===== src/rtl/signed_mult_seq.sv =====
// Sequential two's-complement shift-add multiplier: WIDTH x WIDTH -> 2*WIDTH product.
// Optional build macro SMULT_SKIP_ZERO_EN skips the ADD state for zero multiplier bits.
module signed_mult_seq #(
    parameter int WIDTH = 8
) (
    input  logic                   Clk,
    input  logic                   Reset,
    input  logic                   start,
    input  logic [WIDTH-1:0]       multiplicand,
    input  logic [WIDTH-1:0]       multiplier,
    output logic                   busy,
    output logic                   done,
    output logic [2*WIDTH-1:0]     product,
    output logic                   x_sign
);

    // state | meaning
    // IDLE  | waiting for start; product holds last result
    // ADD   | conditionally accumulate S into {X,A} (subtract on the sign bit)
    // SHIFT | arithmetic shift of {X,A,B}, advance bit counter
    // DONE  | one-cycle done pulse, then back to IDLE
    typedef enum logic [1:0] {IDLE, ADD, SHIFT, DONE} state_t;

    localparam int CW = $clog2(WIDTH + 1);
    localparam logic [CW-1:0] CNT_LAST = CW'(WIDTH - 1);
    localparam logic [CW-1:0] CNT_END  = CW'(WIDTH);
    localparam logic [CW-1:0] CNT_ONE  = CW'(1);

    state_t           state, state_nxt;
    logic [WIDTH-1:0] s_reg, s_nxt;
    logic [WIDTH-1:0] a_reg, a_nxt;
    logic [WIDTH-1:0] b_reg, b_nxt;
    logic             x_reg, x_nxt;
    logic [CW-1:0]    cnt, cnt_nxt;

    logic [WIDTH:0]   a_ext, s_ext, sum;
    logic             sub;

    // The multiplier's sign bit carries weight -2^(WIDTH-1), hence the final subtract.
    assign a_ext = {a_reg[WIDTH-1], a_reg};
    assign s_ext = {s_reg[WIDTH-1], s_reg};
    assign sub   = (cnt == CNT_LAST);
    assign sum   = sub ? (a_ext - s_ext) : (a_ext + s_ext);

    always_comb begin
        state_nxt = state;
        s_nxt     = s_reg;
        a_nxt     = a_reg;
        b_nxt     = b_reg;
        x_nxt     = x_reg;
        cnt_nxt   = cnt;
        busy      = 1'b0;
        done      = 1'b0;
        case (state)
            IDLE: begin
                if (start) begin
                    s_nxt   = multiplicand;
                    b_nxt   = multiplier;
                    a_nxt   = '0;
                    x_nxt   = 1'b0;
                    cnt_nxt = '0;
`ifdef SMULT_SKIP_ZERO_EN
                    state_nxt = multiplier[0] ? ADD : SHIFT;
`else
                    state_nxt = ADD;
`endif
                end
            end
            ADD: begin
                busy = 1'b1;
                if (b_reg[0]) begin
                    {x_nxt, a_nxt} = sum;
                end
                state_nxt = SHIFT;
            end
            SHIFT: begin
                busy    = 1'b1;
                a_nxt   = {x_reg, a_reg[WIDTH-1:1]};
                b_nxt   = {a_reg[0], b_reg[WIDTH-1:1]};
                cnt_nxt = cnt + CNT_ONE;
                if (cnt_nxt == CNT_END) begin
                    state_nxt = DONE;
                end else begin
`ifdef SMULT_SKIP_ZERO_EN
                    // b_reg[1] becomes the next B[0] after this shift
                    state_nxt = b_reg[1] ? ADD : SHIFT;
`else
                    state_nxt = ADD;
`endif
                end
            end
            DONE: begin
                done      = 1'b1;
                state_nxt = IDLE;
            end
            default: state_nxt = IDLE;
        endcase
    end

    always_ff @(posedge Clk) begin
        if (Reset) begin
            state <= IDLE;
            s_reg <= '0;
            a_reg <= '0;
            b_reg <= '0;
            x_reg <= 1'b0;
            cnt   <= '0;
        end else begin
            state <= state_nxt;
            s_reg <= s_nxt;
            a_reg <= a_nxt;
            b_reg <= b_nxt;
            x_reg <= x_nxt;
            cnt   <= cnt_nxt;
        end
    end

    assign product = {a_reg, b_reg};
    assign x_sign  = x_reg;

endmodule


===== config.mk =====
export PLATFORM = sky130hd
export DESIGN_NAME = signed_mult_seq
export DESIGN_NICKNAME = d
export VERILOG_FILES = /design/src/rtl/signed_mult_seq.sv
export SDC_FILE = /design/constraint.sdc
export NUM_CORES = 1
export LEC_CHECK = 0
export CORE_UTILIZATION = 52
export DETAILED_ROUTE_END_ITERATION = 12
export GPL_ROUTABILITY_DRIVEN = 1
export HOLD_SLACK_MARGIN = 0.08
export PLACE_DENSITY = 0.79
export SETUP_SLACK_MARGIN = 0.2
export SLEW_MARGIN = 15
export SYNTH_ARGS = -nofsm -noshare
export SYNTH_HDL_FRONTEND = slang
export SYNTH_SLANG_ARGS = --single-unit

===== constraint.sdc =====
create_clock -name Clk -period 2.7 [get_ports Clk]
set_input_delay 0.54 -clock Clk [delete_from_list [all_inputs] [get_ports Clk]]
set_output_delay 0.54 -clock Clk [all_outputs]
set_load 0.05 [all_outputs]

After elaboration in Yosys (flattened, before gate mapping)
Index checks and enable logic that the tools add are counted.
Word-level totals
  flip-flop bits (word level): 31
  input port bits: 19
  output and inout bits: 19
Cells by class
  add/subtract/negate cells: 3
  eq/ne operators: 7
  multiplexer cells: 16
  reduce and logical (&&, ||, !) cells: 9
Operators by type and width (count)
  two-way mux 8 bit: 3
  case mux 8 bit (3 select lines): 1
  case mux 8 bit (2 select lines): 1
  adder 8 x 8 -> 9 bit: 1
  two-way mux 9 bit: 1
  subtractor 8 x 8 -> 9 bit: 1
  case mux 2 bit (4 select lines): 1
  case mux 4 bit (2 select lines): 1
  AND reduction 3 bit: 2
  adder 4 x 1 -> 4 bit (second input constant): 1
  equality test 2 bit (second input constant): 2
  equality test 4 x 3 -> 1 bit (second input constant): 1
  equality test 4 bit (second input constant): 1
  two-way mux 1 bit: 4
  two-way mux 2 bit: 2
  two-way mux 4 bit: 1
  != test 2 bit (second input constant): 2
  AND reduction 2 bit: 2
  nonzero test 2 bit: 2
  nonzero test 3 bit: 1
  equality test 2 x 1 -> 1 bit (second input constant): 1
  zero test 2 bit: 1
  case mux 1 bit (2 select lines): 1
  OR reduction 2 bit: 1

Logic depth before layout (Yosys ltp)
Gate-level depths: netlist (run 1).
  depth after elaboration: 4
  mapped depth: 12
  gate-level depth less buffers: 12

Least setup slack after synthesis (run 1)
OpenSTA, ideal clock, no wires.
  path kind: register -> register
  start: reg cnt[0]
  end: reg a_reg[5]
  library setup time: 0.092 ns
  data arrival time: 2.329 ns
  data required time: 2.608 ns
  setup slack: 0.279 ns
  stages on the path, launching flop included: 12
  period minus slack after synthesis: 2.421 ns
  path through: dfxtp_1 -> ha_1 -> and3b_1 -> buf_6 -> mux2i_1 -> ha_1 -> nor2b_1 -> o21a_1 -> o21ai_1 -> a21boi_0 -> o21a_1 -> o32ai_1
On the way
  longest elaborated chain between the ends: 4
Ends and longest elaborated chain
  start: declaration: line 34  | logic [CW-1:0] cnt, cnt_nxt;
  start signal: assignment: line 114  | cnt <= cnt_nxt;
  equality test 4 x 3 -> 1 bit: line 42  | assign sub = (cnt == CNT_LAST);
  two-way mux 9 bit: line 43  | assign sum = sub ? (a_ext - s_ext) : (a_ext + s_ext);
  two-way mux 8 bit: line 71  | if (b_reg[0]) begin
  case mux 8 bit (3 select lines): line 54  | case (state)
  end signal: assignment: line 111  | a_reg <= a_nxt;
  end: declaration: line 31  | logic [WIDTH-1:0] a_reg, a_nxt;
Every way passes these cells. The select of a mux whose other input is x is not followed.
A chain may end at the register's enable or synchronous reset.

Final worst setup path (run 1)
  start: reg cnt[1]
  end: reg a_reg[5]
The elaborated chain is that of the path after synthesis.

==> results_dict.tcl, run 1 <==
set metrics [dict create \
    die_w_um 63.17 \
    area_growth_pct 32.35 \
    skew_ns 0.003285 \
    start_kind "flop" \
    dieArea_sq_mm 0.003990 \
    synth_area_leaders "dfxtp_1, ha_1, a21oi_1, xnor2_1, nand3_1" \
    worst-path-buf-inv 0 \
    slowest_delay_ns 0.37 \
    rr_worst_depth 10 \
    hp-start "s_reg[1]$_SDFFE_PP0P_" \
    die_h_um 63.17 \
    ys_seq_area_share_pct 31.90 \
    crit_type "reg -> reg" \
    hold_viol 0 \
    power_density_mw_per_mm2 701.5 \
    netlist_instances 234 \
    cts_sinks 31 \
    fmax_mhz 398.9 \
    wire_per_inst_um 14.77 \
    hold_buffers 0 \
    fin_crit_sh_pct 92.84 \
    synth_flop_cell "dfxtp_1" \
    ys_warn_count 0 \
    relSlewSlack_pct 46.93 \
    n_antenna_cell 0 \
    crit_top_cell "o21a_1" \
    synth_edf_count 0 \
    synth_nets 269 \
    drt-initial-drc-count 120 \
    ios 38 \
    r2r-start "cnt[1]$_SDFFE_PP0P_" \
    cts_root_buf "clkbuf_8" \
    clk_latency_ns 0.29 \
    critical_path_required_ns 2.90 \
    status "finished, final reports clean" \
    use_met2_pct 40.86 \
    crit_path_cell_trace "ha_4 -> and3b_2 -> mux2i_4 -> ha_1 -> nor2b_1 -> o21a_1 -> o21ai_2 -> a21boi_1 -> o21a_1 -> o32ai_1" \
    cts_tree "yes" \
    nFillCells 267 \
    dp_hpwl_mm 3.354 \
    grt-ovfl-total 0 \
    seqCellArea_sq_um 630.6 \
    whs_path_depth 2 \
    fin_crit_ns 2.507 \
    slew_viol_final 0 \
    rsz0062_at_grt "yes" \
    drc 0 \
    grt_usage_pct 25.15 \
    drt_wl_total_mm 4.814 \
    nets 314 \
    syn_avg_cell_area_sq_um 8.315 \
    final_cell_mix "clkdlybuf4s50_1, dfxtp_1, a21oi_1" \
    ir_drop_uv 390.5 \
    rows 21 \
    arrival_ns 2.70 \
    clockBufferDepth 2 \
    min_path_type "reg -> reg" \
    worstMarginPinSlew_ns 0.7914 \
    path_clk_slew_ns 0.07 \
    drive_gt1_share_pct 15.71 \
    viasPerCell 5.641 \
    start_util_pct 56.10 \
    crit_path_end_kind "flop" \
    synth-seq-cells 31 \
    fin_hold_ws_ns 0.4964 \
    final_antenna_net_count 0 \
    setup_tns_ns 0 \
    setup_viol 0 \
    cap_violations 0 \
    use_met3_pct 6.159 \
    hold_end "s_reg[1]$_SDFFE_PP0P_" \
    leakage_nw 0.9494 \
    r2r_setup_slack_ns 0.19 \
    port_buffers 37 \
    cp_slowest_cell "dfxtp_2" \
    use_met1_pct 32.03 \
    synth_cell_types 46 \
    grt_busiest_layer "met2" \
    synth_top_area_cell "dfxtp_1" \
    r2r-end "a_reg[5]$_SDFFE_PP0P_" \
    core_area_sq_mm 0.003468 \
    first_global_vias 1762 \
    synth_top_area_share_pct 31.90 \
    grt_max_degree 33 \
    vias 1839 \
    grt_pass1_wl_mm 7.921 \
    antenna_found_initial 0 \
    cp_top_family "compound AO/OA/AOI/OAI gates" \
    multiInputGateArea_sq_mm 0.001297 \
    synthArstFlopShare_pct 0 \
    cp_max_fo 5 \
    htreeDepth 2 \
    cts-buffers-inserted 5 \
    place_congestion 0.9033 \
    drt_pass1_iterations 4 \
    layout_commonest_cell "clkdlybuf4s50_1" \
    netlist_area_sq_mm 0.001946 \
]
[area by class of cell]
cell class	count	share of cell area, %
clock buffer	5	2.672
inverter	10	1.458
timing repair buffer	49	17.98
clock inverter	3	0.7775
tap	46	2.235
sequential	31	24.49
multi-input combinational	182	50.39
[cell families (layout without fill, tap and decap cells)]
| logic type | after synthesis | after routing | share of synthesized area [%] |
|---|---|---|---|
| buffers and inverters | 21 | 67 | 4.823 |
| flip-flops | 31 | 31 | 31.90 |
| AO/OA/AOI/OAI | 67 | 67 | 22.12 |
| AND/OR/NAND/NOR | 76 | 76 | 19.55 |
| adder cells (fa/ha/maj) | 16 | 16 | 10.68 |
| XOR/XNOR | 14 | 14 | 6.302 |
| multiplexers | 9 | 9 | 4.630 |
[stage by stage]
step	setup slack (ns)	power, W	area [sq um]	utilization, %	instances
after floorplan	0.2787	0.001161	1946	-	234
after global placement	0.1637	0.001360	2362	68.11	312
after detailed placement	-0.002256	0.001371	2362	68.11	312
after CTS	0.1043	0.001745	2469	71.18	321
after global routing	0.07497	0.001910	2575	74.24	326
final	0.1932	0.001806	2575	74.24	326
[worst reg2reg max path, cell delays in order, from the launching register on]
cell	delay, ns
dfxtp_2	0.37
ha_4	0.15
and3b_2	0.29
mux2i_4	0.28
ha_1	0.25
nor2b_1	0.13
o21a_1	0.20
o21ai_2	0.22
a21boi_1	0.13
o21a_1	0.18
o32ai_1	0.21
[synthesized netlist by cell type, types with 2 or more instances]
cell      count
a211oi_1      9
a21o_1        2
a21oi_1      27
a22o_1        2
a32oi_1       2
buf_2         3
clkbuf_1      5
dfxtp_1      31
ha_1         15
inv_1         9
mux2i_1       9
nand2_1      19
nand2b_1      2
nand3_1      19
nand3b_1      4
nor2_1       18
nor2b_1       3
nor3_1        3
o21a_1        2
o21ai_0      11
o21ai_1       2
xnor2_1      12
xor2_1        2
[power breakdown]
group	switching (W)	leakage, nW	internal (W)
Sequential	0.0000519	0.256	0.000508
Combinational	0.000521	0.653	0.000357
Clock	0.000190	0.0402	0.000179
Total	0.000762	0.949	0.00104
[layer usage]
metal,wire length [um],up-vias,part of all wire (%)
li1,-,923,-
met1,2196,844,46
met2,2269,66,47
met3,299,6,6.2
met4,49,0,1.0
met5,0,-,0
[worst max path at each step]
stage,from,end,slack (ns),depth (start not counted)
floorplan,cnt[0]$_SDFFE_PP0P_,a_reg[5]$_SDFFE_PP0P_,0.28,11
global placement,cnt[0]$_SDFFE_PP0P_,a_reg[5]$_SDFFE_PP0P_,0.16,10
detailed placement,cnt[0]$_SDFFE_PP0P_,a_reg[5]$_SDFFE_PP0P_,-0.002,10
CTS,cnt[1]$_SDFFE_PP0P_,a_reg[5]$_SDFFE_PP0P_,0.10,10
global route,cnt[1]$_SDFFE_PP0P_,a_reg[5]$_SDFFE_PP0P_,0.07,10
finish,cnt[1]$_SDFFE_PP0P_,a_reg[5]$_SDFFE_PP0P_,0.19,10
[timing repair]
item                       CTS  global route
pin swaps                    1             8
resized for setup            7            21
setup endpoints to repair    7             6
setup buffers                1             5
No activity file was read; power rests on OpenSTA's default activity.
==> run 2: changes to the inputs <==
SKIP_LAST_GASP = 1   (was not set)
==> results of run 2 <==
The final DEF is identical to that of run 1; final timing and power are the same.
==> run 3: changes to the inputs <==
CTS_CLUSTER_SIZE = 30   (was not set)
==> results of run 3 <==
The final DEF is identical to that of run 1; final timing and power are the same.
